$ cat src/rtl/vend_coin_sequencer.sv
// Coin front-end for the Moore vending core: buffers coin pulses, issues them one at a time
// with enough spacing for the core to settle, and runs the motor/hopper req/ack handshakes.
module vend_coin_sequencer #(
  parameter int unsigned FIFO_DEPTH  = 4,
  parameter int unsigned GAP         = 3,
  parameter int unsigned ACK_TIMEOUT = 255
) (
  input  logic       clk,
  input  logic       reset,
  input  logic       coin5_in,
  input  logic       coin10_in,
  output logic       coin_reject,
  output logic       vend_rs5,
  output logic       vend_rs10,
  input  logic       vend_item,
  input  logic       vend_chg,
  output logic       motor_req,
  input  logic       motor_ack,
  output logic       chg_req,
  input  logic       chg_ack,
  output logic       busy,
  output logic       fault,
  output logic [7:0] sale_count
);

  localparam int unsigned AW = $clog2(FIFO_DEPTH);
  localparam int unsigned CW = AW + 1;

  typedef enum logic [2:0] {
    S_IDLE,
    S_ISSUE,
    S_WAIT,
    S_DISPENSE,
    S_FAULT
  } state_e;

  state_e                state_q, state_d;
  logic [FIFO_DEPTH-1:0] mem_q, mem_d;
  logic [AW-1:0]         rd_q, rd_d, wr_q, wr_d;
  logic [CW-1:0]         count_q, count_d;
  logic [7:0]            cnt_q, cnt_d;
  logic                  item_pend_q, item_pend_d;
  logic                  chg_pend_q, chg_pend_d;
  logic                  rs5_q, rs5_d, rs10_q, rs10_d;
  logic                  reject_q, reject_d;
  logic [7:0]            sale_q, sale_d;

  logic [CW-1:0] free;
  logic [AW-1:0] wr5Idx;
  logic          acc10, acc5, pop, head;

  always_ff @(posedge clk or negedge reset) begin
    if (!reset) begin
      state_q     <= S_IDLE;
      mem_q       <= '0;
      rd_q        <= '0;
      wr_q        <= '0;
      count_q     <= '0;
      cnt_q       <= '0;
      item_pend_q <= 1'b0;
      chg_pend_q  <= 1'b0;
      rs5_q       <= 1'b0;
      rs10_q      <= 1'b0;
      reject_q    <= 1'b0;
      sale_q      <= '0;
    end else begin
      state_q     <= state_d;
      mem_q       <= mem_d;
      rd_q        <= rd_d;
      wr_q        <= wr_d;
      count_q     <= count_d;
      cnt_q       <= cnt_d;
      item_pend_q <= item_pend_d;
      chg_pend_q  <= chg_pend_d;
      rs5_q       <= rs5_d;
      rs10_q      <= rs10_d;
      reject_q    <= reject_d;
      sale_q      <= sale_d;
    end
  end

  always_comb begin
    state_d     = state_q;
    mem_d       = mem_q;
    rd_d        = rd_q;
    wr_d        = wr_q;
    cnt_d       = cnt_q;
    item_pend_d = item_pend_q;
    chg_pend_d  = chg_pend_q;
    rs5_d       = 1'b0;
    rs10_d      = 1'b0;
    sale_d      = sale_q;
    acc10       = 1'b0;
    acc5        = 1'b0;
    pop         = 1'b0;
    head        = mem_q[rd_q];
    free        = CW'(FIFO_DEPTH) - count_q;

    // Rs10 wins the first free slot when both detectors fire together.
    if (state_q != S_FAULT) begin
      acc10 = coin10_in && (free != '0);
      if (coin5_in) begin
        acc5 = acc10 ? (free >= CW'(2)) : (free != '0);
      end
    end
    reject_d = (coin10_in && !acc10) || (coin5_in && !acc5);

    wr5Idx = acc10 ? (wr_q + AW'(1)) : wr_q;
    if (acc10) mem_d[wr_q] = 1'b1;
    if (acc5)  mem_d[wr5Idx] = 1'b0;
    wr_d = wr_q + AW'(acc10) + AW'(acc5);

    case (state_q)
      S_IDLE: begin
        if (count_q != '0) begin
          pop     = 1'b1;
          rs10_d  = head;
          rs5_d   = ~head;
          rd_d    = rd_q + AW'(1);
          state_d = S_ISSUE;
        end
      end
      S_ISSUE: begin
        cnt_d       = '0;
        item_pend_d = 1'b0;
        chg_pend_d  = 1'b0;
        state_d     = S_WAIT;
      end
      S_WAIT: begin
        item_pend_d = item_pend_q | vend_item;
        chg_pend_d  = chg_pend_q | vend_chg;
        if (cnt_q == 8'(GAP - 1)) begin
          cnt_d   = '0;
          state_d = (item_pend_d || chg_pend_d) ? S_DISPENSE : S_IDLE;
        end else begin
          cnt_d = cnt_q + 8'd1;
        end
      end
      S_DISPENSE: begin
        // Leave only once both reqs have already been seen low for a cycle.
        if (!item_pend_q && !chg_pend_q) begin
          state_d = S_IDLE;
        end else begin
          if (item_pend_q && motor_ack) begin
            item_pend_d = 1'b0;
            if (sale_q != 8'hFF) sale_d = sale_q + 8'd1;
          end
          if (chg_pend_q && chg_ack) chg_pend_d = 1'b0;
          cnt_d = cnt_q + 8'd1;
          if ((cnt_q == 8'(ACK_TIMEOUT - 1)) && (item_pend_d || chg_pend_d)) begin
            state_d = S_FAULT;
          end
        end
      end
      S_FAULT: begin
        item_pend_d = 1'b0;
        chg_pend_d  = 1'b0;
      end
      default: state_d = S_IDLE;
    endcase

    count_d = count_q + CW'(acc10) + CW'(acc5) - CW'(pop);

    if (state_q == S_FAULT) begin
      count_d = '0;
      rd_d    = '0;
      wr_d    = '0;
    end
  end

  assign coin_reject = reject_q;
  assign vend_rs5    = rs5_q;
  assign vend_rs10   = rs10_q;
  assign motor_req   = (state_q == S_DISPENSE) && item_pend_q;
  assign chg_req     = (state_q == S_DISPENSE) && chg_pend_q;
  assign busy        = (state_q != S_IDLE) || (count_q != '0);
  assign fault       = (state_q == S_FAULT);
  assign sale_count  = sale_q;

endmodule

$ cat config.mk
export PLATFORM = sky130hd
export DESIGN_NAME = vend_coin_sequencer
export DESIGN_NICKNAME = d
export VERILOG_FILES = /design/src/rtl/vend_coin_sequencer.sv
export SDC_FILE = /design/constraint.sdc
export NUM_CORES = 1
export LEC_CHECK = 0
export ABC_AREA = 1
export CAP_MARGIN = 20
export CORE_UTILIZATION = 51
export DETAILED_ROUTE_END_ITERATION = 16
export GPL_ROUTABILITY_DRIVEN = 0
export MAX_ROUTING_LAYER = met4
export PLACE_DENSITY_LB_ADDON = 0.12
export SKIP_CTS_REPAIR_TIMING = 1
export SYNTH_ARGS = -nofsm -noshare
export SYNTH_HDL_FRONTEND = slang
export SYNTH_SLANG_ARGS = --single-unit
$ cat constraint.sdc
create_clock -name clk -period 2.9 [get_ports clk]
set_clock_uncertainty 0.15 [all_clocks]
set_input_delay 0.58 -clock clk [delete_from_list [all_inputs] [get_ports clk]]
set_output_delay 0.58 -clock clk [all_outputs]
set_load 0.1 [all_outputs]
==> results.md <==
* Status: finished clean
* Synthesized area at 0.00228 mm²
* Met3 usage at 3.95%
* RSZ-0062 raised after global routing: no
* Total power at 0.884 mW
* Die area at 0.00474 mm²
* Most common cell after layout, fill and taps aside: nand2_1
* Ys async rst share at 100%
* Worst Setup End Kind: register
* Post-synth EDFFs at 0
* # clock sinks at 35
* Antenna violations before repair at 0
* Non-Filler Instances at 382
* Syn Nets at 325
* DR DRC count at 0
* DPL Wire Length at 3.37 mm
* RR Startpoint: count_q[1]
* GRT Resource Usage Total at 21.9%
* Die width at 68.8 µm
* Max_cap viols at 0
* Worst-path clk slew at 70 ps
* IO Pins at 23
* Cell count after synthesis at 302
* I/O Buffers at 22
* CTS tree: built
* Maximum fanout along the worst path at 7
* Pre-antenna DRT Iters at 4
* Count of final hold-check violations at 0
* Grt total ovfl at 0
* WS Path Type: reg -> reg
* GR met1 Demand/Resource at 28.8%
* Routed length per instance at 11.9 µm
* Worst setup SP type: register
* Unique masters post-synth at 29
* Final critical-path required period at 2630 ps
* Fmax at 381 MHz
* CTS Buf Count at 5
* Vias at 1986
* Pwr Density at 337 mW/mm²
* Final layout net count at 355
* Worst-Skew Late Latency at 280 ps
* Worst EP required at 2960 ps
* #FFs+latches synth at 35
* Max-slew headroom at 69.2%
* Largest net degree at the start of global routing at 36
* GRT Max-Usage Layer: met2
* Final Slew Violations at 0
* Sequential Power Share at 55.3%
* Root Buffer: clkbuf_8
* Actual slew at the worst max-slew pin at 462 ps
* Synthesized area per cell at 7.54 µm²
* Clock power share at 40.8%
* Worst vdd ir at 0.192 mV
* Area Overhead vs Synth at 15.3%
* Final antenna-violating net count at 0
* CTS Buffer Depth at 2
* Placed cells at 375
* Warnings, synthesis at 0
* Row cnt at 23
* Met2 usage at 34.5%
* HP Class: reg -> reg
* Fin crit share at 90.6%
* Internal at 0.687 mW
* Crit path DAT at 2690 ps
* Starting density of the core at 55.0%
* P_leak at 1.29 nW
* Net Sw Frac at 22.2%
* Core area at 0.00414 mm²
* DR vias/cell at 5.20
* Drt total wl at 4.56 mm
* Die height at 68.8 µm
* Most frequent cells in the layout: nand2_1 (94), inv_1 (40), dfrtp_1 (35)
* H-tree depth at 2
* Antenna cells at 0
* Critical path origin: count_q[1]
* First-pass GRT wire length at 7.54 mm
* Hold path startpoint: sale_count[7]
* Logic pwr share at 3.9%
* Fraction of layout cells with a size suffix above 1 at 13.6%
* Setup violators final at 0
* Ys flop type: dfrtp_1
* Vias in the first global route at 1761
* Seq/Total Area, Yosys at 38.4%
* Final setup TNS at 0 ps
* Initial DRC count at 103
* NetSw at 0.197 mW
==> cell families after synthesis <==
family          share of synthesized area (%)
xor+xnor                                 3.46
simple gates                             33.7
buf+inv                                  8.13
flops                                    38.4
compound gates                           7.03
fa+ha+maj                                9.23
==> routing by layer <==
layer  vias up  part of all wire, %
met4         0                 0.77
met2        46                   47
met1       921                   47
met3         5                  4.8
met5         -                    0
li1       1014                    -
==> synthesized netlist by cell type (3+ instances only) <==
| cell type | count | share of area (%) |
|---|---|---|
| o21ai_0 | 9 | 2.0 |
| inv_1 | 40 | 6.6 |
| nand3_1 | 27 | 5.9 |
| a21oi_1 | 5 | 1.1 |
| xnor2_1 | 3 | 1.2 |
| nand2_2 | 3 | 0.82 |
| xor2_1 | 6 | 2.3 |
| nand4_1 | 6 | 1.6 |
| ha_1 | 12 | 6.6 |
| fa_1 | 3 | 2.6 |
| nor2_4 | 3 | 1.5 |
| a31o_2 | 4 | 1.5 |
| nand2_1 | 94 | 15 |
| dfrtp_1 | 35 | 38 |
| nor2_1 | 29 | 4.8 |
==> power groups by stage <==
| stage | sequential, mW | combinational (mW) | clock, mW |
|---|---|---|---|
| finish | 0.489 | 0.0343 | 0.361 |
| detailed placement | 0.498 | 0.0350 | 0 |
| CTS | 0.489 | 0.0351 | 0.372 |
| global route | 0.488 | 0.0380 | 0.391 |
| global placement | 0.498 | 0.0348 | 0 |
| floorplan | 0.504 | 0.00477 | 0 |
==> path summary, 6_finish.rpt <==
path                                  to  cells after the start  slack, ps
hold / removal             sale_count[7]                      2        400
max in group asynchronous     state_q[1]                      2       1700
setup / recovery              count_q[1]                     11        270
hold reg to reg            sale_count[7]                      2        400
min in group asynchronous       cnt_q[4]                      2        560
setup reg to reg              count_q[1]                     11        270
==> worst max-delay path: stages (launching register included) <==
cell and delay (ps):
dfrtp_1 430, inv_1 70, ha_1 200, ha_1 220
inv_1 80, nand2_1 50, nor3_1 300, nor2_4 100
fa_1 390, inv_1 70, fa_1 400, nor2_1 100
==> per-stage QoR <==
step                setup slack [ps]  hold slack (ps)  area [µm²]  util [%]
finish                           273              403        2630      63.4
global route                     144              441        2630      63.4
CTS                              263              411        2630      63.4
detailed placement              97.8              393        2540      61.3
global placement                 146              388        2540      61.3
floorplan                        140              134        2280         -
==> area by class of cell <==
class	instances	area [µm²]
Clock inverter	1	5.00
Sequential cell	35	876
Clock buffer	6	82.6
Multi-Input combinational cell	222	1220
Tap cell	50	62.6
Timing Repair Buffer	26	225
Fill cell	382	1520
Inverter	42	158
==> sequential cells by signal, indices dropped and copies added, names as in the netlist <==
register and flops:
chg_pend_q 1, vend_rs5 1, state_q 3, rd_q 2, vend_rs10 1, item_pend_q 1, count_q 3, mem_q 4
sale_count 8, wr_q 2, coin_reject 1, cnt_q 8
(Power assumes the default switching activity.)
